File: config.mk
export PLATFORM = sky130hd
export DESIGN_NAME = prog_ctr
export DESIGN_NICKNAME = d
export VERILOG_FILES = /design/src/rtl/prog_ctr.sv
export SDC_FILE = /design/constraint.sdc
export NUM_CORES = 1
export LEC_CHECK = 0
export ABC_AREA = 1
export CAP_MARGIN = 40
export CORE_UTILIZATION = 52
export DETAILED_ROUTE_END_ITERATION = 16
export PLACE_DENSITY = 0.71
export SYNTH_ARGS = -nofsm -noshare
export SYNTH_HDL_FRONTEND = slang
export SYNTH_SLANG_ARGS = --single-unit
File: constraint.sdc
create_clock -name clk -period 1.5 [get_ports clk]
set_input_delay 0.225 -clock clk [delete_from_list [all_inputs] [get_ports clk]]
set_output_delay 0.225 -clock clk [all_outputs]
set_load 0.02 [all_outputs]
File: src/rtl/prog_ctr.sv
// prog_ctr -- program counter and fetch sequencer for the 9-bit CPU.
//
// Produces the fetch address for the instruction ROM, which returns the
// machine code combinationally in the same cycle. Sequences
// IDLE -> RUN -> DONE, and handles stalls, sequential increment and taken
// branches. A 9-bit instruction cannot hold a full address, so branch
// targets come from a writable 2**L-entry lookup table indexed by br_idx.
//
// Optional build macro: REL_BRANCH_EN
//   When defined, adds rel_en/rel_off. A taken branch with rel_en = 1
//   moves the PC by the sign-extended 6-bit offset instead of reading the
//   LUT.
//
// Ports:
//   clk          in   system clock, rising edge
//   rst_n        in   asynchronous active-low reset
//   start        in   begin / re-begin execution (honoured in IDLE, DONE)
//   halt_req     in   stop execution (decoded halt instruction)
//   stall        in   hold the PC this cycle
//   br_en        in   current instruction is a branch
//   br_cond      in   branch condition; taken = br_en & br_cond
//   br_idx       in   [L] LUT index of the branch target
//   lut_we       in   LUT write enable
//   lut_waddr    in   [L] LUT write index
//   lut_wdata    in   [D] LUT write data (absolute target)
//   rel_en       in   (REL_BRANCH_EN) taken branch is PC-relative
//   rel_off      in   [6] (REL_BRANCH_EN) signed branch offset
//   prog_ctr_out out  [D] current fetch address
//   running      out  state == RUN
//   done         out  state == DONE
module prog_ctr #(
  parameter int unsigned D          = 12,
  parameter int unsigned L          = 5,
  parameter int unsigned START_ADDR = 0
) (
  input  logic         clk,
  input  logic         rst_n,
  input  logic         start,
  input  logic         halt_req,
  input  logic         stall,
  input  logic         br_en,
  input  logic         br_cond,
  input  logic [L-1:0] br_idx,
  input  logic         lut_we,
  input  logic [L-1:0] lut_waddr,
  input  logic [D-1:0] lut_wdata,
`ifdef REL_BRANCH_EN
  input  logic         rel_en,
  input  logic [5:0]   rel_off,
`endif
  output logic [D-1:0] prog_ctr_out,
  output logic         running,
  output logic         done
);

  localparam int unsigned LUT_N = 2 ** L;

  typedef enum logic [1:0] {
    IDLE = 2'd0,
    RUN  = 2'd1,
    DONE = 2'd2
  } state_t;

  state_t         state, state_nxt;
  logic [D-1:0]   pc, pc_nxt;
  logic [D-1:0]   lut [LUT_N];
  logic           taken;
  logic [D-1:0]   br_tgt;

  assign taken = br_en & br_cond;

  // The LUT is read combinationally from its current contents, so a write
  // landing on the same edge as a taken branch to that index is not seen
  // by the branch: it takes the old entry.
`ifdef REL_BRANCH_EN
  logic [D-1:0] rel_ext;
  assign rel_ext = {{(D-6){rel_off[5]}}, rel_off};
  assign br_tgt  = rel_en ? (pc + rel_ext) : lut[br_idx];
`else
  assign br_tgt  = lut[br_idx];
`endif

  // Branch-target LUT: writable in any state, cleared by reset.
  always_ff @(posedge clk or negedge rst_n) begin
    if (!rst_n) begin
      for (int i = 0; i < LUT_N; i++) lut[i] <= '0;
    end else if (lut_we) begin
      lut[lut_waddr] <= lut_wdata;
    end
  end

  // State and PC registers.
  always_ff @(posedge clk or negedge rst_n) begin
    if (!rst_n) begin
      state <= IDLE;
      pc    <= '0;
    end else begin
      state <= state_nxt;
      pc    <= pc_nxt;
    end
  end

  // Next state / next PC. In RUN the first matching rule wins:
  // halt, stall, taken branch, increment. Halt discards a same-cycle branch.
  always_comb begin
    state_nxt = state;
    pc_nxt    = pc;
    unique case (state)
      IDLE: begin
        if (start) begin
          state_nxt = RUN;
          pc_nxt    = D'(START_ADDR);
        end
      end
      RUN: begin
        if (halt_req)   state_nxt = DONE;
        else if (stall) pc_nxt    = pc;
        else if (taken) pc_nxt    = br_tgt;
        else            pc_nxt    = pc + 1'b1;  // wraps at 2**D silently
      end
      DONE: begin
        if (start) begin
          state_nxt = RUN;
          pc_nxt    = D'(START_ADDR);
        end
      end
      default: begin
        state_nxt = IDLE;
        pc_nxt    = '0;
      end
    endcase
  end

  assign prog_ctr_out = pc;
  assign running      = (state == RUN);
  assign done         = (state == DONE);

endmodule
==> flow_summary_export.csv <==
group,metric,value,unit
run_status,status,"finished with violations",
run_status,violations,"negative setup slack",
sta,setup_ws,-66.3,ps
flow_run,cap_violations,0,
critical_path,cp-end-kind,"output pin",
detailed_routing,viasPerCell,5.66,
clock_network,cts.sinks,398,
power_and_ir_drop,p_total,29.7,mW
logic_synthesis,synth_seq_area_share,54.0,%
power_and_ir_drop,vdd_drop_max,1030,uV
sta,fmax,638,MHz
cells_and_area,area_growth,19.9,%
global_routing,grt_pass1_vias,16000,
critical_path,reg2reg_slack,-30,ps
cells_and_area,drive_above_1_share,11.2,%
critical_path,critPathSlowestCell,"dfrtp_1",
cells_and_area,finish.instance_area,22100,um^2
clock_network,clock_latency,530,ps
logic_synthesis,synth.avg_cell_area,7.85,um^2
sta,slew_violations,0,
critical_path,crit_family,"flip-flops",
critical_path,cp.arrival,1340,ps
global_routing,grt_max_degree,70,
sta,period_minus_slack,1570,ps
logic_synthesis,ys_async_sr_fraction,100,%
die,initial_core_util,53.1,%
place,place_hpwl,32.5,mm
worst_hold_path,hold_class,"in -> async",
sta,finalHoldViolations,0,
clock_network,cts_tree,"done",
clock_network,clk_path_buf_depth,3,
detailed_routing,vias,16300,
logic_synthesis,synthesis.area,18400,um^2
logic_synthesis,yosys_warnings,0,
sta,fin_skew,9.72,ps
critical_path,worst-path-max-fanout,5,
die,fp-row-count,68,
critical_path,crit_buf_inv,1,
detailed_routing,initialDrtViolationCount,1434,
critical_path,crit_path_max_incr_delay,470,ps
logic_synthesis,yosysTopAreaCell,"dfrtp_1",
logic_synthesis,synth_nets,2379,
logic_synthesis,synth-edff-count,0,
global_routing,grt_overflow_total,0,
place,io_buffer_count,43,
clock_network,cts_root_buf,"clkbuf_16",
die,core,34700,um^2
cells_and_area,finalNetCount,2431,
place,place_area,20500,um^2
cells_and_area,n_antenna_cell,0,
detailed_routing,drc_errors,0,
critical_path,crit_type,"reg -> out",
detailed_routing,totalWireLength,52.0,mm
global_routing,grt_util_all_layers,29.7,%
power_and_ir_drop,power_leakage,10.5,nW
logic_synthesis,syn_inst,2348,
detailed_routing,wire_per_inst,18.0,um
logic_synthesis,synth.distinct_cells,28,
detailed_routing,drt_first_pass_iters,6,
sta,finalCritPeriodShare,104,%
global_routing,grt_pass1_wl,84.7,mm
sta,relSlewSlack,69.4,%
logic_synthesis,synth_common_cells,"nand2_1 (958), dfrtp_1 (398), o21ai_0 (349), nand3_1 (311), clkbuf_1 (87)",
die,ioPinCount,44,
logic_synthesis,yosysMostFrequentCell,"nand2_1",
sta,finalSetupViolations,2,
place,gp_congestion,0.879,
clock_network,cts_max_level,2,
critical_path,cp_data_required_time,1270,ps
logic_synthesis,ys_top_cells_by_area,"dfrtp_1 (54%), nand2_1 (19%), o21ai_0 (9.5%)",
power_and_ir_drop,power_density,1340,nW/um^2
critical_path,startpoint_type,"flip-flop",
die,die_w,190,um
logic_synthesis,synth_ff_type,"dfrtp_1",
logic_synthesis,synth_top_area_share,54.0,%
clock_network,cts_made_buffers,44,
global_routing,antenna_found_initial,0,
sta,worst-slew-pin-transition,458,ps
critical_path,crit_path_cell_trace,"clkdlybuf4s15_1",
detailed_routing,antenna_left,0,
clock_network,path_clk_slew,60,ps
die,die-area,36200,um^2
die,die_h,190,um
sta,grt_setup_unrepaired,"true",
logic_synthesis,ys_ff_latch,398,
[final cells by class]
| type | count | area, um^2 |
|---|---|---|
| multi-input combinational | 1731 | 7660 |
| tap | 455 | 569 |
| inverter | 37 | 150 |
| sequential | 398 | 9970 |
| clock inverter | 6 | 80.1 |
| fill | 2954 | 12600 |
| timing repair buffer | 188 | 2320 |
| clock buffer | 72 | 1360 |
[metal layers]
| metal | part of all wire [%] | vias to the layer above | routed length [um] | track usage, % |
|---|---|---|---|---|
| met5 | 0 | - | 0 | 0 |
| met1 | 43 | 7849 | 22300 | 40.8 |
| li1 | - | 7755 | - | - |
| met4 | 3.3 | 0 | 1740 | 10.9 |
| met3 | 7.2 | 125 | 3750 | 5.21 |
| met2 | 46 | 601 | 24200 | 47.3 |
[through the flow]
| stage | std cells | setup WS (ps) | setup TNS (ps) | utilization (%) | hold WS, ps |
|---|---|---|---|---|---|
| after floorplan | 2348 | -66.4 | -88.8 | - | -70.6 |
| after global placement | 2804 | -390 | -118470 | 59.1 | 110 |
| after detailed placement | 2804 | -442 | -128050 | 59.1 | 112 |
| after CTS | 2884 | -7.47 | -7.47 | 63.4 | 151 |
| after global routing | 2887 | -138 | -506 | 63.7 | 157 |
| final | 2887 | -66.3 | -91.4 | 63.7 | 154 |
[sequential cells by signal (all words and copies together) (netlist names)]
signal	flops
lut	384
prog_ctr_out	12
state	2
[cells in the final DEF, fill, tap and decap left out, types with 4 or more instances in the layout]
master / netlist / routed
nand2_1: 958 / 955
nand2_2: 4 / 6
dfrtp_1: 398 / 393
a21oi_1: 30 / 30
o21ai_0: 349 / 346
nor3_2: 5 / 5
clkdlybuf4s50_1: 0 / 25
clkbuf_8: 0 / 13
dfrtp_2: 0 / 5
buf_4: 2 / 79
clkinv_2: 0 / 5
clkbuf_16: 0 / 45
nor3_4: 3 / 4
inv_1: 33 / 29
o21ai_1: 20 / 22
nand3_1: 311 / 301
clkbuf_1: 87 / 14
nand3_2: 0 / 9
buf_2: 86 / 5
buf_12: 0 / 66
nor2_1: 38 / 33
clkdlybuf4s15_2: 0 / 5
[kinds of logic (layout without fill, tap and decap cells)]
logic type      after synthesis  in the layout  share of synthesized area, %
simple gates               1326           1326                          29.8
compound gates              401            401                          10.9
flops                       398            398                          54.0
buf+inv                     219            303                          5.12
xor+xnor                      3              3                         0.143
fa+ha+maj                     1              1                        0.0678
[where the power goes]
part           total [mW]  leakage [nW]  switching, mW  internal (mW)
Clock                10.7         0.708           4.22           6.48
Sequential           13.9          5.14           1.13           12.8
Combinational        5.09          4.67           2.99           2.10
[final timing paths]
path / startpoint / end / depth (start not counted)
max in group asynchronous: rst_n / lut[48] / 4
max: prog_ctr_out[2] / prog_ctr_out[2] / 1
min in group clk: start / state[0] / 3
max reg2reg: prog_ctr_out[1] / prog_ctr_out[9] / 11
min: rst_n / lut[36] / 2
min reg2reg: lut[267] / lut[267] / 2
[what timing repair did]
item,in CTS,in global routing
endpoints found under the hold margin,286,0
setup buffers,1,3
setup endpoints to repair,18,16
resized for setup,57,30
hold buffers,1,0
pin swaps,2,14
No activity file was read; power rests on OpenSTA's default activity.
